### config.mk
export PLATFORM = sky130hd
export DESIGN_NAME = nes_transmitter_flat
export DESIGN_NICKNAME = d
export VERILOG_FILES = /design/src/rtl/nes_transmitter_if.sv /design/src/rtl/nes_transmitter.sv /design/src/flat_wrapper.sv
export SDC_FILE = /design/constraint.sdc
export NUM_CORES = 1
export LEC_CHECK = 0
export BUFFER_PORTS_ARGS = -buffer_cell sky130_fd_sc_hd__clkbuf_2
export CAP_MARGIN = 15
export CORE_AREA = 2 2 69 71
export DETAILED_ROUTE_END_ITERATION = 16
export DIE_AREA = 0 0 71 73
export SLEW_MARGIN = 5
export SYNTH_ARGS = -nofsm -noshare
export SYNTH_HDL_FRONTEND = slang
export SYNTH_SLANG_ARGS = --single-unit
### constraint.sdc
create_clock -name clk -period 1.6 [get_ports clk]
set_input_delay 0.24 -clock clk [delete_from_list [all_inputs] [get_ports clk]]
set_output_delay 0.24 -clock clk [all_outputs]
set_load 0.005 [all_outputs]
### src/rtl/nes_transmitter_if.sv
// Console-side bundle for the NES controller transmitter: strobes and buttons in,
// serial data and frame status out.
interface nes_transmitter_if;
  logic       latch;
  logic       pulse;
  logic [7:0] buttons;
  logic       data;
  logic       busy;
  logic       frame_done;
  logic [2:0] bit_index;

  modport master (
    output latch, pulse, buttons,
    input  data, busy, frame_done, bit_index
  );

  modport slave (
    input  latch, pulse, buttons,
    output data, busy, frame_done, bit_index
  );
endinterface

### src/rtl/nes_transmitter.sv
// NES controller emulator: captures active-low buttons on latch and serialises them
// MSB-first (A first) on each console clock rise.
module nes_transmitter (
  input logic            clk,
  input logic            reset,
  nes_transmitter_if.slave nes_io
);

  typedef enum logic [1:0] {StIdle, StLoad, StShift, StDone} state_e;

  state_e     state_q, state_d;
  logic [2:0] latch_sync_q, pulse_sync_q;  // [0]=sync1, [1]=sync2, [2]=edge-detect flop
  logic [7:0] btn_s1_q, btn_s2_q;
  logic [7:0] shift_q, shift_d;
  logic       data_q, data_d;
  logic       busy_q, busy_d;
  logic       frame_done_q, frame_done_d;
  logic [2:0] bit_index_q, bit_index_d;

  logic latch_hi, latch_fall, pulse_rise;

  assign latch_hi   = latch_sync_q[1];
  assign latch_fall = ~latch_sync_q[1] & latch_sync_q[2];
  assign pulse_rise = pulse_sync_q[1] & ~pulse_sync_q[2];

  always_ff @(posedge clk or posedge reset) begin
    if (reset) begin
      latch_sync_q <= 3'b000;
      pulse_sync_q <= 3'b000;
      btn_s1_q     <= 8'h00;
      btn_s2_q     <= 8'h00;
    end else begin
      latch_sync_q <= {latch_sync_q[1:0], nes_io.latch};
      pulse_sync_q <= {pulse_sync_q[1:0], nes_io.pulse};
      btn_s1_q     <= nes_io.buttons;
      btn_s2_q     <= btn_s1_q;
    end
  end

  always_comb begin
    state_d      = state_q;
    shift_d      = shift_q;
    data_d       = data_q;
    bit_index_d  = bit_index_q;
    frame_done_d = 1'b0;
    // A latch level overrides everything, including a coincident pulse rise.
    if (latch_hi) begin
      state_d     = StLoad;
      shift_d     = btn_s2_q;
      data_d      = btn_s2_q[7];
      bit_index_d = 3'd0;
    end else begin
      unique case (state_q)
        StIdle: begin
          data_d      = 1'b1;
          bit_index_d = 3'd0;
        end
        StLoad: begin
          data_d      = shift_q[7];
          bit_index_d = 3'd0;
          if (latch_fall) state_d = StShift;
        end
        StShift: begin
          if (pulse_rise) begin
            shift_d = {shift_q[6:0], 1'b0};
            if (bit_index_q == 3'd7) begin
              data_d       = 1'b0;
              frame_done_d = 1'b1;
              state_d      = StDone;
            end else begin
              data_d      = shift_q[6];
              bit_index_d = bit_index_q + 3'd1;
            end
          end
        end
        StDone: begin
          data_d      = 1'b0;
          bit_index_d = 3'd7;
        end
        default: begin
          state_d     = StIdle;
          data_d      = 1'b1;
          bit_index_d = 3'd0;
        end
      endcase
    end
    busy_d = (state_d == StLoad) || (state_d == StShift);
  end

  always_ff @(posedge clk or posedge reset) begin
    if (reset) begin
      state_q      <= StIdle;
      shift_q      <= 8'hFF;
      data_q       <= 1'b1;
      busy_q       <= 1'b0;
      frame_done_q <= 1'b0;
      bit_index_q  <= 3'd0;
    end else begin
      state_q      <= state_d;
      shift_q      <= shift_d;
      data_q       <= data_d;
      busy_q       <= busy_d;
      frame_done_q <= frame_done_d;
      bit_index_q  <= bit_index_d;
    end
  end

  assign nes_io.data       = data_q;
  assign nes_io.busy       = busy_q;
  assign nes_io.frame_done = frame_done_q;
  assign nes_io.bit_index  = bit_index_q;

endmodule
### src/flat_wrapper.sv
// flat-port wrapper written by rule: the top's interface ports become plain ports
module nes_transmitter_flat 
  (clk, reset, nes_io_latch, nes_io_pulse, nes_io_buttons, nes_io_data, nes_io_busy, nes_io_frame_done, nes_io_bit_index);
  nes_transmitter_if nes_io_i ();
  input logic clk;
  input logic reset;
  input wire logic [$bits(nes_io_i.latch)-1:0] nes_io_latch;
  input wire logic [$bits(nes_io_i.pulse)-1:0] nes_io_pulse;
  input wire logic [$bits(nes_io_i.buttons)-1:0] nes_io_buttons;
  output wire logic [$bits(nes_io_i.data)-1:0] nes_io_data;
  output wire logic [$bits(nes_io_i.busy)-1:0] nes_io_busy;
  output wire logic [$bits(nes_io_i.frame_done)-1:0] nes_io_frame_done;
  output wire logic [$bits(nes_io_i.bit_index)-1:0] nes_io_bit_index;
  assign nes_io_i.latch = nes_io_latch;
  assign nes_io_i.pulse = nes_io_pulse;
  assign nes_io_i.buttons = nes_io_buttons;
  assign nes_io_data = nes_io_i.data;
  assign nes_io_busy = nes_io_i.busy;
  assign nes_io_frame_done = nes_io_i.frame_done;
  assign nes_io_bit_index = nes_io_i.bit_index;
  nes_transmitter u_core (.clk(clk), .reset(reset), .nes_io(nes_io_i));
endmodule
==> flow_summary_export.csv <==
group,metric,value,unit
pwr,leakage,0.903,nW
floorplanning,die_x,71,µm
critical_path,r2r_cells,5,
worst_hold_path,hold_class,"primary input to asynchronous set/reset pin",
global_route,grtUsageMet2,16.9,%
routing,drtIter0Drc,40,
critical_path,end_kind,"flop",
routing,vias_per_cell,4.39,
place,io_buffers,17,
clock_tree,cts.htree.levels,2,
routing,routedWlPerCell,11.7,µm
global_route,grt_util_all_layers,10.2,%
floorplanning,io_pins,18,
sta,slew_headroom,68.6,%
pwr,power_density,1370,nW/µm²
clock_tree,insertion_delay,0.28,ns
sta,min_period,1.50,ns
floorplanning,core_area,4540,µm²
critical_path,worstSetupPathType,"flop to flop",
finish,final_cells,197,
synthesis,synth_area_per_cell,13.4,µm²
critical_path,path_max_fanout,4,
synthesis,yosysSeqAreaShare,64.9,%
finish,mostFrequentLayoutCells,"dfrtp_1 (29), clkbuf_2 (17), nand2_1 (12)",
critical_path,worstPathCellList,"ha_1 -> ha_4 -> nor2_1 -> nor3b_2 -> mux2_2",
critical_path,rr_startpoint,"u_core.nes_io.bit_index[1]",
critical_path,max_stage_delay,0.37,ns
finish,final_common_cell,"dfrtp_1",
synthesis,synthTopCellsByArea,"dfrtp_1 (49%), dfstp_2 (16%), mux2i_1 (6.1%)",
clock_tree,cts_buffers,5,
finish,fillCellCount,427,
critical_path,start_kind,"flop",
critical_path,arrival,1.67,ns
sta,slew_viol_final,0,
synthesis,synth_flop_cell,"dfrtp_1",
synthesis,ys_types,25,
status,status,"finished, final reports clean",
sta,finalClockSkew,0.00775,ns
floorplanning,die_h,73,µm
sta,tightest_slew,0.471,ns
finish,nNetsFinal,161,
synthesis,synth_area,1480,µm²
routing,num_vias,864,
clock_tree,clk_path_buf_depth,2,
synthesis,syn-instance-count,111,
synthesis,synthArstFlopShare,100,%
global_route,grt_util_met3,3.31,%
routing,drt-pass1-iter-count,2,
pwr,p_comb_share,28.1,%
place,numPlacedInstances,185,
synthesis,synth_edf_count,0,
clock_tree,cts_tree,"done",
pwr,clkPwrFrac,26.2,%
routing,postRouteAntennaNets,0,
critical_path,crit_start,"u_core.nes_io.bit_index[1]",
global_route,use_met1,11.4,%
global_route,grt_max_degree,39,
synthesis,synth_top_area_share,48.9,%
sta,setup_viol,0,
sta,hold_viol_final,0,
pwr,ir_drop,0.640,mV
floorplanning,start_util,32.7,%
pwr,p_sw,0.719,mW
finish,num_antenna_cells,0,
finish,syn_to_final_growth,22.9,%
critical_path,cp_data_required_time,1.77,ns
clock_tree,clockRootBuffer,"clkbuf_8",
global_route,grt_pass1_wl,3970,µm
critical_path,r2r_slack,0.1,ns
critical_path,crit_slowest_cell,"dfrtp_1",
global_route,antenna_found_initial,0,
clock_tree,ctsHoldBuffers,0,
place,dp_hpwl,1540,µm
synthesis,syn-num-nets,130,
synthesis,synth.largest_area_cell,"dfrtp_1",
pwr,internal-power,1.79,mW
sta,fmax,0.665,GHz
global_route,overflow,0,
synthesis,yosys_warnings,0,
finish,drive_gt1_share,40.6,%
synthesis,ys_ff_latch,38,
clock_tree,clock_sinks,38,
floorplanning,die_area,5180,µm²
clock_tree,clk_pin_slew,0.07,ns
pwr,p_seq_share,45.7,%
place,place_congestion,0.666,
global_route,grt_pass1_vias,907,
pwr,swShare,28.7,%
routing,drcViolationCount,0,
run,max_cap_violations,0,
global_route,grt-busiest-layer,"met2",
critical_path,timing.rr.end,"u_core.nes_io.bit_index[1]",
sta,hold_ws,0.0274,ns
floorplanning,rows,25,
sta,fin_crit_sh,94.0,%
routing,drt-total-wl,2310,µm
-- registers in the layout, indices dropped and copies added, names as in the netlist --
name and cells:
u_core.shift_q 8, u_core.nes_io.frame_done 1, u_core.nes_io.data 1, u_core.state_q 2, u_core.nes_io.busy 1, u_core.pulse_sync_q 3, u_core.latch_sync_q 3, u_core.btn_s1_q 8
u_core.btn_s2_q 8, u_core.nes_io.bit_index 3
-- cells in the mapped netlist (2+ instances only) --
master    instances
mux2_1            2
dfstp_2           9
nand2b_1          2
inv_1             8
ha_1              7
dfrtp_1          29
mux2i_1           9
a21oi_1           4
nor2_1            4
nand2_1          12
o21ai_0          11
-- power by group through the flow --
stage | Combinational [mW] | Clock, mW | Sequential, mW
floorplan | 0.392 | 0 | 1.17
global placement | 0.539 | 0 | 1.16
detailed placement | 0.567 | 0 | 1.17
CTS | 0.607 | 0.691 | 1.14
global route | 0.789 | 0.733 | 1.16
finish | 0.703 | 0.657 | 1.14
-- stage by stage --
step                      area, µm²  util, %  power [mW]  setup slack, ns  setup TNS [ns]
after floorplan                1480        -        1.56           0.0767               0
final                          1820     40.2        2.50           0.0957               0
after detailed placement       1660     36.6        1.74          -0.0490         -0.0490
after global placement         1660     36.6        1.70           0.0832               0
after CTS                      1770     39.0        2.44         -0.00209        -0.00209
after global routing           1820     40.2        2.68         -0.00278        -0.00278
-- layer usage --
metal,routed length [µm],share of wire [%],up-vias
met5,0,0,-
li1,-,-,431
met4,33,1.4,0
met3,112,4.9,5
met1,966,42,407
met2,1200,52,21
-- worst max-delay path by stage --
stage / to / cells past startpoint
2_1_floorplan: u_core.nes_io.bit_index[1] / 4
3_3_place_gp: u_core.nes_io.bit_index[1] / 5
3_5_place_dp: u_core.nes_io.busy / 6
4_1_cts: u_core.nes_io.busy / 6
5_1_grt: u_core.nes_io.busy / 6
6_report: u_core.nes_io.bit_index[1] / 5
-- kinds of logic (layout without fill, tap and decap cells) --
group | Yosys count | after routing | synth area share, %
muxes | 12 | 12 | 8.35
and+or+nand+nor | 24 | 24 | 9.37
DFF | 38 | 38 | 64.9
adders and majority gates | 7 | 7 | 5.91
AOI/OAI and AO/OA | 19 | 19 | 8.10
buffers and inverters | 11 | 43 | 3.37
-- cell type report --
cell class	count	area, µm²	area share [%]
Clock inverter	1	5.00	0.275
Clock buffer	7	86.3	4.74
Multi-Input combinational cell	62	510	28.0
Sequential cell	38	962	52.8
Inverter	8	30.0	1.65
Tap cell	54	67.6	3.71
Timing Repair Buffer	27	160	8.79
-- what timing repair did --
action / 4_1_cts / 5_1_grt
endpoints found under the setup margin: 3 / 5
gates resized for setup: 0 / 9
pin swaps: 1 / 2
setup buffers: 2 / 2
-- worst max-delay path: cells and delay by family, from the launching register on --
| family | cells | cell delay (ns) |
|---|---|---|
| and+or+nand+nor | 2 | 0.31 |
| muxes | 1 | 0.37 |
| adders and majority gates | 2 | 0.34 |
| DFF | 1 | 0.37 |
Power figures use the tool's default switching activity.
